File: src/rtl/rf_dump_reader_if.sv
// rf_dump_reader_if: control, register-file read port and output stream of the dump engine
interface rf_dump_reader_if #(
  parameter int AW = 5,
  parameter int DW = 32
);
  logic          Start;
  logic          Abort;
  logic [AW-1:0] RAddr;
  logic [DW-1:0] RData;
  logic          OutValid;
  logic          OutReady;
  logic [DW-1:0] OutData;
  logic [AW-1:0] OutIdx;
  logic          Busy;
  logic          Done;
  modport master (
    input  Start, Abort, RData, OutReady,
    output RAddr, OutValid, OutData, OutIdx, Busy, Done
  );
  modport slave (
    output Start, Abort, RData, OutReady,
    input  RAddr, OutValid, OutData, OutIdx, Busy, Done
  );
endinterface

File: src/rtl/rf_dump_reader.sv
// rf_dump_reader: walks the register file through a spare read port and streams each word out
module rf_dump_reader #(
  parameter int NREGS = 32,
  parameter int AW    = 5,
  parameter int DW    = 32
) (
  input logic             Clk,
  input logic             Reset,
  rf_dump_reader_if.master bus
);
  localparam logic [1:0] IDLE    = 2'd0;
  localparam logic [1:0] CAPTURE = 2'd1;
  localparam logic [1:0] SEND    = 2'd2;
  localparam logic [1:0] FIN     = 2'd3;
  localparam logic [AW-1:0] LAST = AW'(NREGS - 1);
  logic [1:0]    state_q, state_d;
  logic [AW-1:0] idx_q, idx_d;
  logic [AW-1:0] out_idx_q, out_idx_d;
  logic [DW-1:0] out_data_q, out_data_d;
  logic          out_valid_q, out_valid_d;
  logic          busy_q, busy_d;
  logic          done_q, done_d;
  // next-state logic; Abort during an active dump overrides whatever the state decided
  always_comb begin
    state_d     = state_q;
    idx_d       = idx_q;
    out_idx_d   = out_idx_q;
    out_data_d  = out_data_q;
    out_valid_d = out_valid_q;
    case (state_q)
      IDLE: if (!bus.Abort && bus.Start) begin
        idx_d   = '0;
        state_d = CAPTURE;
      end
      CAPTURE: begin
        out_data_d  = bus.RData;
        out_idx_d   = idx_q;
        out_valid_d = 1'b1;
        state_d     = SEND;
      end
      SEND: if (out_valid_q && bus.OutReady) begin
        out_valid_d = 1'b0;
        state_d     = (idx_q == LAST) ? FIN : CAPTURE;
        idx_d       = (idx_q == LAST) ? idx_q : idx_q + AW'(1);
      end
      default: begin
        idx_d   = '0;
        state_d = IDLE;
      end
    endcase
    if (bus.Abort && (state_q == CAPTURE || state_q == SEND)) begin
      state_d     = IDLE;
      out_valid_d = 1'b0;
      idx_d       = '0;
    end
    busy_d = (state_d == CAPTURE) || (state_d == SEND);
    done_d = (state_d == FIN);
  end
  // state and output registers; Busy/Done are registered from the next state
  always_ff @(posedge Clk) begin
    if (Reset) begin
      state_q     <= IDLE;
      idx_q       <= '0;
      out_idx_q   <= '0;
      out_data_q  <= '0;
      out_valid_q <= 1'b0;
      busy_q      <= 1'b0;
      done_q      <= 1'b0;
    end else begin
      state_q     <= state_d;
      idx_q       <= idx_d;
      out_idx_q   <= out_idx_d;
      out_data_q  <= out_data_d;
      out_valid_q <= out_valid_d;
      busy_q      <= busy_d;
      done_q      <= done_d;
    end
  end
  assign bus.RAddr    = idx_q;
  assign bus.OutValid = out_valid_q;
  assign bus.OutData  = out_data_q;
  assign bus.OutIdx   = out_idx_q;
  assign bus.Busy     = busy_q;
  assign bus.Done     = done_q;
endmodule

File: src/flat_wrapper.sv
// flat-port wrapper written by rule: the top's interface ports become plain ports
module rf_dump_reader_flat 
#(
  parameter int NREGS = 32,
  parameter int AW    = 5,
  parameter int DW    = 32
)
  (Clk, Reset, bus_Start, bus_Abort, bus_RData, bus_OutReady, bus_RAddr, bus_OutValid, bus_OutData, bus_OutIdx, bus_Busy, bus_Done);
  rf_dump_reader_if #(.AW(AW), .DW(DW)) bus_i ();
  input logic Clk;
  input logic Reset;
  input wire logic [$bits(bus_i.Start)-1:0] bus_Start;
  input wire logic [$bits(bus_i.Abort)-1:0] bus_Abort;
  input wire logic [$bits(bus_i.RData)-1:0] bus_RData;
  input wire logic [$bits(bus_i.OutReady)-1:0] bus_OutReady;
  output wire logic [$bits(bus_i.RAddr)-1:0] bus_RAddr;
  output wire logic [$bits(bus_i.OutValid)-1:0] bus_OutValid;
  output wire logic [$bits(bus_i.OutData)-1:0] bus_OutData;
  output wire logic [$bits(bus_i.OutIdx)-1:0] bus_OutIdx;
  output wire logic [$bits(bus_i.Busy)-1:0] bus_Busy;
  output wire logic [$bits(bus_i.Done)-1:0] bus_Done;
  assign bus_i.Start = bus_Start;
  assign bus_i.Abort = bus_Abort;
  assign bus_i.RData = bus_RData;
  assign bus_i.OutReady = bus_OutReady;
  assign bus_RAddr = bus_i.RAddr;
  assign bus_OutValid = bus_i.OutValid;
  assign bus_OutData = bus_i.OutData;
  assign bus_OutIdx = bus_i.OutIdx;
  assign bus_Busy = bus_i.Busy;
  assign bus_Done = bus_i.Done;
  rf_dump_reader #(.NREGS(NREGS), .AW(AW), .DW(DW)) u_core (.Clk(Clk), .Reset(Reset), .bus(bus_i));
endmodule
File: config.mk
export PLATFORM = sky130hd
export DESIGN_NAME = rf_dump_reader_flat
export DESIGN_NICKNAME = d
export VERILOG_FILES = /design/src/rtl/rf_dump_reader_if.sv /design/src/rtl/rf_dump_reader.sv /design/src/flat_wrapper.sv
export SDC_FILE = /design/constraint.sdc
export NUM_CORES = 1
export LEC_CHECK = 0
export CORE_UTILIZATION = 41
export CTS_CLUSTER_SIZE = 40
export DETAILED_ROUTE_END_ITERATION = 16
export GPL_TIMING_DRIVEN = 0
export HOLD_SLACK_MARGIN = 0.12
export PLACE_DENSITY = 0.78
export SLEW_MARGIN = 20
export SYNTH_ARGS = -nofsm -noshare
export SYNTH_HDL_FRONTEND = slang
export SYNTH_SLANG_ARGS = --single-unit
File: constraint.sdc
create_clock -name Clk -period 2.3 [get_ports Clk]
set_input_delay 0.23 -clock Clk [delete_from_list [all_inputs] [get_ports Clk]]
set_output_delay 0.23 -clock Clk [all_outputs]
set_load 0.005 [all_outputs]
# [Yosys cells after proc, flatten, opt, wreduce, memory -nomap -nowiden]
# Cells that the tools add are included.
[totals] out_inout_bits=45 n_memories=0 rom_bits=0 regBits=47 input_bits=37 elab_cells=40 mem_bits_rw=0 latchBits=0
[op_classes] muxes=11 n_addsub=1 eq_ne=9 shift=0 div=0 magnitude_cmp=0 bitwise=1 n_reduce_logical=11 multipliers=0
[ops] op="two-way mux 5 bit" count=3
[ops] op="one-hot mux 5 bit (3 select lines)" count=1
[ops] op="two-way mux 2 bit" count=4
[ops] op="equality test 2 bit, second input constant" count=3
[ops] op="one-hot mux 2 bit (3 select lines)" count=1
[ops] op="adder 5 x 1 -> 5 bit, second input constant" count=1
[ops] op="equality test 5 bit, second input constant" count=1
[ops] op="equality test 2 x 1 -> 1 bit, second input constant" count=2
[ops] op="inequality test 2 x 1 -> 1 bit, second input constant" count=2
[ops] op="AND reduction 4 bit" count=1
[ops] op="logical AND 1 bit" count=3
[ops] op="zero test 2 bit" count=1
[ops] op="logical OR 1 bit" count=2
[ops] op="inequality test 2 bit, second input constant" count=1
[ops] op="one-hot mux 1 bit (2 select lines)" count=1
[ops] op="AND reduction 2 bit" count=1
[ops] op="nonzero test 2 bit" count=1
[ops] op="OR reduction 2 bit" count=1
[ops] op="zero test 1 bit" count=1
[ops] op="two-way mux 1 bit" count=1
[ops] op="inverter 1 bit" count=1

# [Depth between registers and ports, before layout]
[depth] ltp_word=7 ltp_mapped=8 depth_no_buf=8

# [Worst setup path after synthesis]
# No wires, ideal clock.
[synth_path] kind="register -> register" startpoint="register u_core.idx_q[0] (netlist: u_core.bus.RAddr[0])" endpoint="register u_core.busy_q (netlist: u_core.bus.Busy)" arrival_time_ns=1.718 period_less_slack_ns=1.840 stages_incl_launch_ff=9 required_ns=2.178 setup_ns=0.122 slack_ns=0.460 path_buffers=0 cell_sequence="dfxtp_1 -> ha_1 -> and3_1 -> ha_1 -> nand3b_1 -> a21oi_1 -> nor2_1 -> ha_1 -> nor2b_1"
[synth_via] elab_chain_len=7 word_cells_on_any_way=8 cone_classes="eq/ne (3); mux (4); reduce/logical (1)"
[synth_rtl] item="from (decl)" line_no="rf_dump_reader.sv:17" rtl="logic [AW-1:0] idx_q, idx_d;"
[synth_rtl] item="from (signal assigned)" line_no="rf_dump_reader.sv:71" rtl="idx_q <= idx_d;"
[synth_rtl] item="equality test 5 bit (*)" line_no="rf_dump_reader.sv:43" rtl="state_d = (idx_q == LAST) ? FIN : CAPTURE;"
[synth_rtl] item="two-way mux 2 bit (*)" line_no="rf_dump_reader.sv:43"
[synth_rtl] item="two-way mux 2 bit (*)" line_no="rf_dump_reader.sv:41" rtl="SEND: if (out_valid_q && bus.OutReady) begin"
[synth_rtl] item="one-hot mux 2 bit (3 select lines) (*)" line_no="rf_dump_reader.sv:30" rtl="case (state_q)"
[synth_rtl] item="two-way mux 2 bit (*)" line_no="rf_dump_reader.sv:51" rtl="if (bus.Abort && (state_q == CAPTURE || state_q == SEND)) begin"
[synth_rtl] item="named net u_core.state_d[1]" line_no="rf_dump_reader.sv:16" rtl="logic [1:0] state_q, state_d;"
[synth_rtl] item="equality test 2 x 1 -> 1 bit / equality test 2 bit (equally long branches)" line_no="rf_dump_reader.sv:56" rtl="busy_d = (state_d == CAPTURE) || (state_d == SEND);"
[synth_rtl] item="logical OR 1 bit (*)" line_no="rf_dump_reader.sv:56"
[synth_rtl] item="named net u_core.busy_d" line_no="rf_dump_reader.sv:21" rtl="logic busy_q, busy_d;"
[synth_rtl] item="to (signal assigned)" line_no="rf_dump_reader.sv:75" rtl="busy_q <= busy_d;"
[synth_rtl] item="to (decl)" line_no="rf_dump_reader.sv:21"
# The timed path passes the listed nets; every way through them passes the cells marked *.
# A chain may end at the register's enable or synchronous reset.

# [Worst setup path after layout]
# Ends and elaborated chain as after synthesis.

==> summary.txt <==
Run status
  • Status: complete, no violations

Placed design
  • Routability congestion estimate: 0.888
  • HPWL Detailed: 2960 um
  • Post-Place Setup Slack: 0.320 ns
  • Port Buffers: 80

Die
  • Die area: 4860 sq um
  • I/O pin count: 82
  • Die Wd: 69.7 um
  • Site Rows: 24
  • Die height: 69.7 um
  • Core ar.: 4380 sq um
  • Initial Util: 42.8%

Clocking
  • CTS root buffer: clkbuf_8
  • CTS tree: built
  • Setup Buffers After CTS: 0
  • Clk_lat worst skew: 0.30 ns
  • CTS max path bufs: 2
  • Cts hold-fix bufs: 0
  • Cts repair resizes: 0
  • Clk slew on worst S/H paths: 0.09 ns
  • TritonCTS buffer count: 5
  • Clock Sinks: 47
  • H-tree depth: 2

Detailed routing
  • Drt total wl: 4130 um
  • Vias per inst: 4.84
  • # DRC: 0
  • WL per Instance: 12.6 um
  • DRT iter0 DRCs: 83
  • Routed vias: 1582
  • Total iterations of the first detailed-routing run: 6
  • Post-route ant nets: 0

Timing
  • Final setup vio count: 0
  • RSZ-0062 raised after global routing: no
  • Worst clock skew: 0.00459 ns
  • Fin crit share: 87.6%
  • Worst-margin pin slew: 0.606 ns
  • Max_slew headroom: 59.6%
  • Max Clock Freq: 496 MHz
  • Slew Limit Fails: 0
  • Final TNS setup: 0 ns
  • Final Hold Viols: 0
  • Tmin final: 2.01 ns
  • Post-route setup slack: 0.285 ns

Setup path
  • Critical Path Sink Type: flop
  • Worst-path fanout max: 6
  • WS Path Type: reg -> reg
  • Crit start category: flop
  • Critical Path AT: 2.20 ns
  • Required time worst endpoint: 2.49 ns

Power and ir drop
  • Switching power share of the total: 22.9%
  • Int Power: 1.38 mW
  • Sw Pwr: 0.411 mW
  • Power Total: 1.79 mW
  • Comb pwr share: 16.4%
  • Clk pwr share: 35.1%
  • Peak VDD IR: 0.338 mV
  • Leakage: 1.08 nW
  • Power Dens Cells: 626 nW/um^2
  • Reg power frac: 48.6%

Synth
  • Syn Inst Count: 187
  • Async S/R FF share, synth: 0%
  • Warnings from Yosys: 0
  • Net Count, Synth: 231
  • Post-synthesis sequential area ratio: 50.1%
  • Synth cell types: 30
  • EDFF count, synth: 0
  • #FFs+latches synth: 47
  • Synth Flop Type: dfxtp_1
  • Syn Std Cell Area: 1880 sq um
  • Synth Area per Inst: 10.0 sq um

Layout
  • P&R area growth vs syn: 52.4%
  • Nets: 318
  • Antenna diodes: 0
  • Fillcell total: 380
  • Fraction of layout cells with a size suffix above 1: 5.82%

Hold path
  • Min-delay worst type: in -> reg

Global routing
  • First-pass GRT wire length: 6960 um
  • GRT overflow: 0
  • Initial antenna violation count: 0
  • Gr usage total: 17.8%
  • Largest net degree at the start of global routing: 15
  • Vias in the first global route: 1516

Flow run
  • Max_cap viols: 0
-- per-layer routing --
layer	track usage [%]	wire length (um)	part of all wire, %
met1	23.7	1960	47
met2	24.9	1690	41
met3	6.69	357	8.7
met4	9.33	119	2.9
met5	0	0	0
-- cell type report --
type,count,area [sq um],share of cell area [%]
buffer,11,55.1,1.92
clock buffer,6,82.6,2.89
clock inverter,2,35.0,1.22
inverter,2,7.51,0.262
multi-input combinational,127,875,30.6
sequential,47,941,32.9
tap,52,65.1,2.27
timing repair buffer,80,801,28.0
-- state kept, by name, indices dropped and copies added (netlist names) --
signal and cells:
u_core.bus.Busy 1, u_core.bus.OutIdx 5, u_core.bus.RAddr 5, u_core.bus.OutData 32
u_core.bus.OutValid 1, u_core.state_q 2, u_core.bus.Done 1
-- kinds of logic (layout without fill, tap and decap cells) --
kind of cell	after synthesis	count (layout)	synth area share [%]
DFF	47	47	50.1
AOI/OAI and AO/OA	20	20	7.00
adders and majority gates	7	7	4.66
buffers and inverters	13	101	3.33
and+or+nand+nor	63	63	15.2
muxes	37	37	19.7
-- final timing paths --
| path | startpoint | to | slack, ns | depth (start not counted) |
|---|---|---|---|---|
| setup / recovery | u_core.bus.RAddr[0]$_SDFFE_PP0P_ | u_core.bus.Busy$_SDFF_PP0_ | 0.29 | 8 |
| hold / removal | Reset | u_core.bus.Busy$_SDFF_PP0_ | 0.27 | 2 |
| setup reg to reg | u_core.bus.RAddr[0]$_SDFFE_PP0P_ | u_core.bus.Busy$_SDFF_PP0_ | 0.29 | 8 |
| hold reg to reg | u_core.bus.OutData[22]$_SDFFE_PP0P_ | u_core.bus.OutData[22]$_SDFFE_PP0P_ | 0.49 | 2 |
-- cell usage in the layout (no fill, tap or decap), types with 2 or more instances in the layout --
cell type        synthesis  final
a21o_1                   2      2
a21oi_1                  7      7
buf_2                    2      2
buf_4                    3      3
clkbuf_1                 6      6
clkbuf_8                 0      6
clkdlybuf4s50_1          0     80
dfxtp_1                 47     47
ha_1                     7      7
mux2i_1                 37     37
nand2_1                  7      7
nand3_1                  2      2
nand4b_1                 2      2
nor2_1                  40     40
nor2b_1                  4      4
nor3_1                   2      2
o21ai_1                  2      2
o22ai_1                  3      3
-- through the flow --
stage	instances	area, sq um	hold slack [ns]	utilization [%]
global route	327	2860	0.291	65.3
CTS	327	2860	0.274	65.3
global placement	319	2740	0.471	62.6
detailed placement	319	2740	0.478	62.6
finish	327	2860	0.273	65.3
floorplan	187	1880	0.377	-
-- power groups by stage --
stage	logic [mW]	clock network (mW)	registers [mW]
after CTS	0.297	0.646	0.871
after floorplan	0.138	0	0.892
after global routing	0.321	0.678	0.876
after global placement	0.293	0	0.888
final	0.294	0.628	0.870
after detailed placement	0.295	0	0.889
-- worst max-delay path, cell delays in order, from the launching register on --
cell and delay (ns):
dfxtp_1 0.37, ha_1 0.23, and3_1 0.18, ha_1 0.19, nand3b_1 0.23, a21oi_1 0.24, nor2_1 0.07, ha_1 0.27
nor2b_1 0.13
-- synthesized netlist by cell type, drive strengths merged, types with 2 or more instances --
master / number / share of area, %
a21o: 2 / 0.80
a21oi: 7 / 1.9
buf: 5 / 1.7
clkbuf: 6 / 1.2
dfxtp: 47 / 50
ha: 7 / 4.7
inv: 2 / 0.40
mux2i: 37 / 20
nand2: 7 / 1.4
nand2b: 2 / 1.1
nand3: 2 / 0.53
nand4b: 2 / 0.93
nor2: 40 / 8.0
nor2b: 4 / 1.3
nor3: 2 / 0.53
o21ai: 3 / 0.80
o22ai: 3 / 1.0
No activity file was read; power rests on OpenSTA's default activity.
==> variant: new RTL, same flow settings <==
`AW` is set to 5 in 3 places; all go to 4.
--- a/src/rtl/rf_dump_reader_if.sv
+++ b/src/rtl/rf_dump_reader_if.sv
@@ -2,3 +2,3 @@
 interface rf_dump_reader_if #(
-  parameter int AW = 5,
+  parameter int AW = 4,
   parameter int DW = 32
--- a/src/rtl/rf_dump_reader.sv
+++ b/src/rtl/rf_dump_reader.sv
@@ -3,3 +3,3 @@
   parameter int NREGS = 32,
-  parameter int AW    = 5,
+  parameter int AW    = 4,
   parameter int DW    = 32
--- a/src/flat_wrapper.sv
+++ b/src/flat_wrapper.sv
@@ -4,3 +4,3 @@
   parameter int NREGS = 32,
-  parameter int AW    = 5,
+  parameter int AW    = 4,
   parameter int DW    = 32
Ports: changed (resized bus_OutIdx and bus_RAddr); port bits go from 82 to 80. No check against the original RTL was run, so the function may have changed too.
==> variant against the unedited design <==
  * Clock power fell by 2%
  * Setup slack gained 0.20 ns
  * Highest routed layer unchanged
  * Sequential cell count down 2
  * Critical path type unchanged
  * Routed wire length fell by 6.6%
  * Power rose by 0.61%
  * Sequential share of layout area is 0.19 points higher
  * Area after synthesis decreased by 6.6%
  * Design area fell by 4.8%
  * Utilization is 1.9 points higher
  * Final cell count shrank 5.2%
==> variant: results (changes against the unedited design) <==
ir_drop_v: 0.000383  # +13%
netlist-cell-type-count: 27  # -10%
critPathArrivalTime_ns: 1.98  # -0.22 ns
syn_area_per_cell_um2: 10.1  # +0.96%
via_count: 1513  # -4.4%
grt_usage: 0.172  # -0.00562
synth-xor-area-share: 0  # unchanged
yosys_warnings: 0  # unchanged
hold_class: "register to register"
status: "completed"
syn_nets: 216  # -6.5%
htreeDepth: 2  # unchanged
port_buffers: 79  # -1.3%
fillerInstances: 349  # -8.2%
postCtsResizedCells: 0  # unchanged
worst_path_largest_cell_delay_ns: 0.43  # +0.06 ns
synthTopCellsByCount: "dfxtp_1, nor2_1, mux2i_1, a21oi_1, ha_1"
antenna_found_initial: 0  # unchanged
cts-root-buf: "clkbuf_8"
placed_cells: 302  # -5.3%
synth_compound_area_frac: 0.0720  # +0.00209
post-place-ws_ns: 0.369  # +0.0492 ns
synth_mux_area_frac: 0.205  # +0.00822
largest_reg_flops: 32  # unchanged
synth-main-ff-cell: "dfxtp_1"
antenna_cells: 0  # unchanged
async_flop_share: 0  # unchanged
wl_per_cell_um: 12.4  # -1.4%
tightest_slew_ns: 0.449  # -0.157 ns
leakagePower_nw: 1.01  # -6.2%
clock_skew_ns: 0.00361  # -0.000975 ns
grt_pass1_vias: 1333  # -12%
finalNonFillerCells: 310  # -5.2%
cts_made_buffers: 5  # unchanged
cts_setup_buffers: 0  # unchanged
drtIter0Drc: 73  # -12%
synth-seq-area-share: 0.514  # +0.0126
dp_hpwl_um: 2830  # -4.6%
drive_gt1_frac: 0.0577  # -0.000490
critPathTopFamily: "adder cells"
cp_max_fo: 6  # unchanged
synthTopCellsByArea: "dfxtp_1, mux2i_1, nor2_1"
dr.pass1.iters: 4  # -2
clockBufferDepth: 2  # unchanged
grt_max_degree: 14  # -1
place.gp.congestion: 0.798  # -10%
slowest_stage: "dfxtp_1"
grt_pass1_wl_um: 5950  # -14%
yosys.area_share.adder: 0.0428  # -0.00384
==> variant: cell types whose count changed after synthesis, sizes merged, moves of 2 or more <==
cell,delta
clkbuf,-3
o21ai,+2
o22ai,-3
nand2,-5
nand4b,-2
dfxtp,-2
==> variant: where the power goes <==
part           internal (mW)  switching [mW]  total (mW)
Combinational          0.207           0.134       0.341
Sequential             0.824          0.0248       0.849
Clock                  0.354           0.258       0.613
Total                   1.39           0.418        1.80
==> variant: routing by layer <==
layer	wire, um	vias up	global-route usage
met4	34	0	0.0585
met2	1730	63	0.268
met3	324	4	0.0574
li1	-	764	-
met1	1770	682	0.223
met5	0	-	0
==> variant: final cells by class <==
class | count | area, um^2 | share of cell area
plain buffers | 8 | 35.0 | 0.0129
clock buffers | 7 | 86.3 | 0.0317
clock inverters | 1 | 30.0 | 0.0110
inverters | 3 | 11.3 | 0.00413
multi-input cells | 117 | 807 | 0.296
flip-flops and latches | 45 | 901 | 0.331
well taps | 50 | 62.6 | 0.0230
repair buffers | 79 | 791 | 0.290
==> variant: final timing paths <==
kind                                      start                                 end  slack [ns]  cells after the start
min          u_core.bus.OutData[5]$_SDFFE_PP0N_  u_core.bus.OutData[5]$_SDFFE_PP0N_        0.50                      2
min reg2reg  u_core.bus.OutData[5]$_SDFFE_PP0N_  u_core.bus.OutData[5]$_SDFFE_PP0N_        0.50                      2
max reg2reg        u_core.state_q[0]$_SDFF_PP0_          u_core.bus.Busy$_SDFF_PP0_        0.49                      5
max                u_core.state_q[0]$_SDFF_PP0_          u_core.bus.Busy$_SDFF_PP0_        0.49                      5
==> variant: kinds of logic (layout without fill, tap and decap cells) <==
logic type / count (synthesis) / after routing
adder cells (fa/ha/maj): 6 / 6
AO/OA/AOI/OAI: 20 / 20
buffers and inverters: 11 / 98
AND/OR/NAND/NOR: 55 / 55
flip-flops: 45 / 45
multiplexers: 36 / 36
==> variant: per-stage QoR <==
| stage | utilization | cell area [um^2] |
|---|---|---|
| after floorplan | - | 1750 |
| after global placement | 0.643 | 2610 |
| after detailed placement | 0.643 | 2610 |
| after CTS | 0.671 | 2720 |
| after global routing | 0.671 | 2720 |
| final | 0.671 | 2720 |
==> variant: worst reg2reg max path, cell delays in order (launching register included) <==
cell      delay, ns
dfxtp_1        0.43
inv_1          0.11
ha_1           0.37
a221oi_1       0.38
ha_1           0.28
nor2b_1        0.13
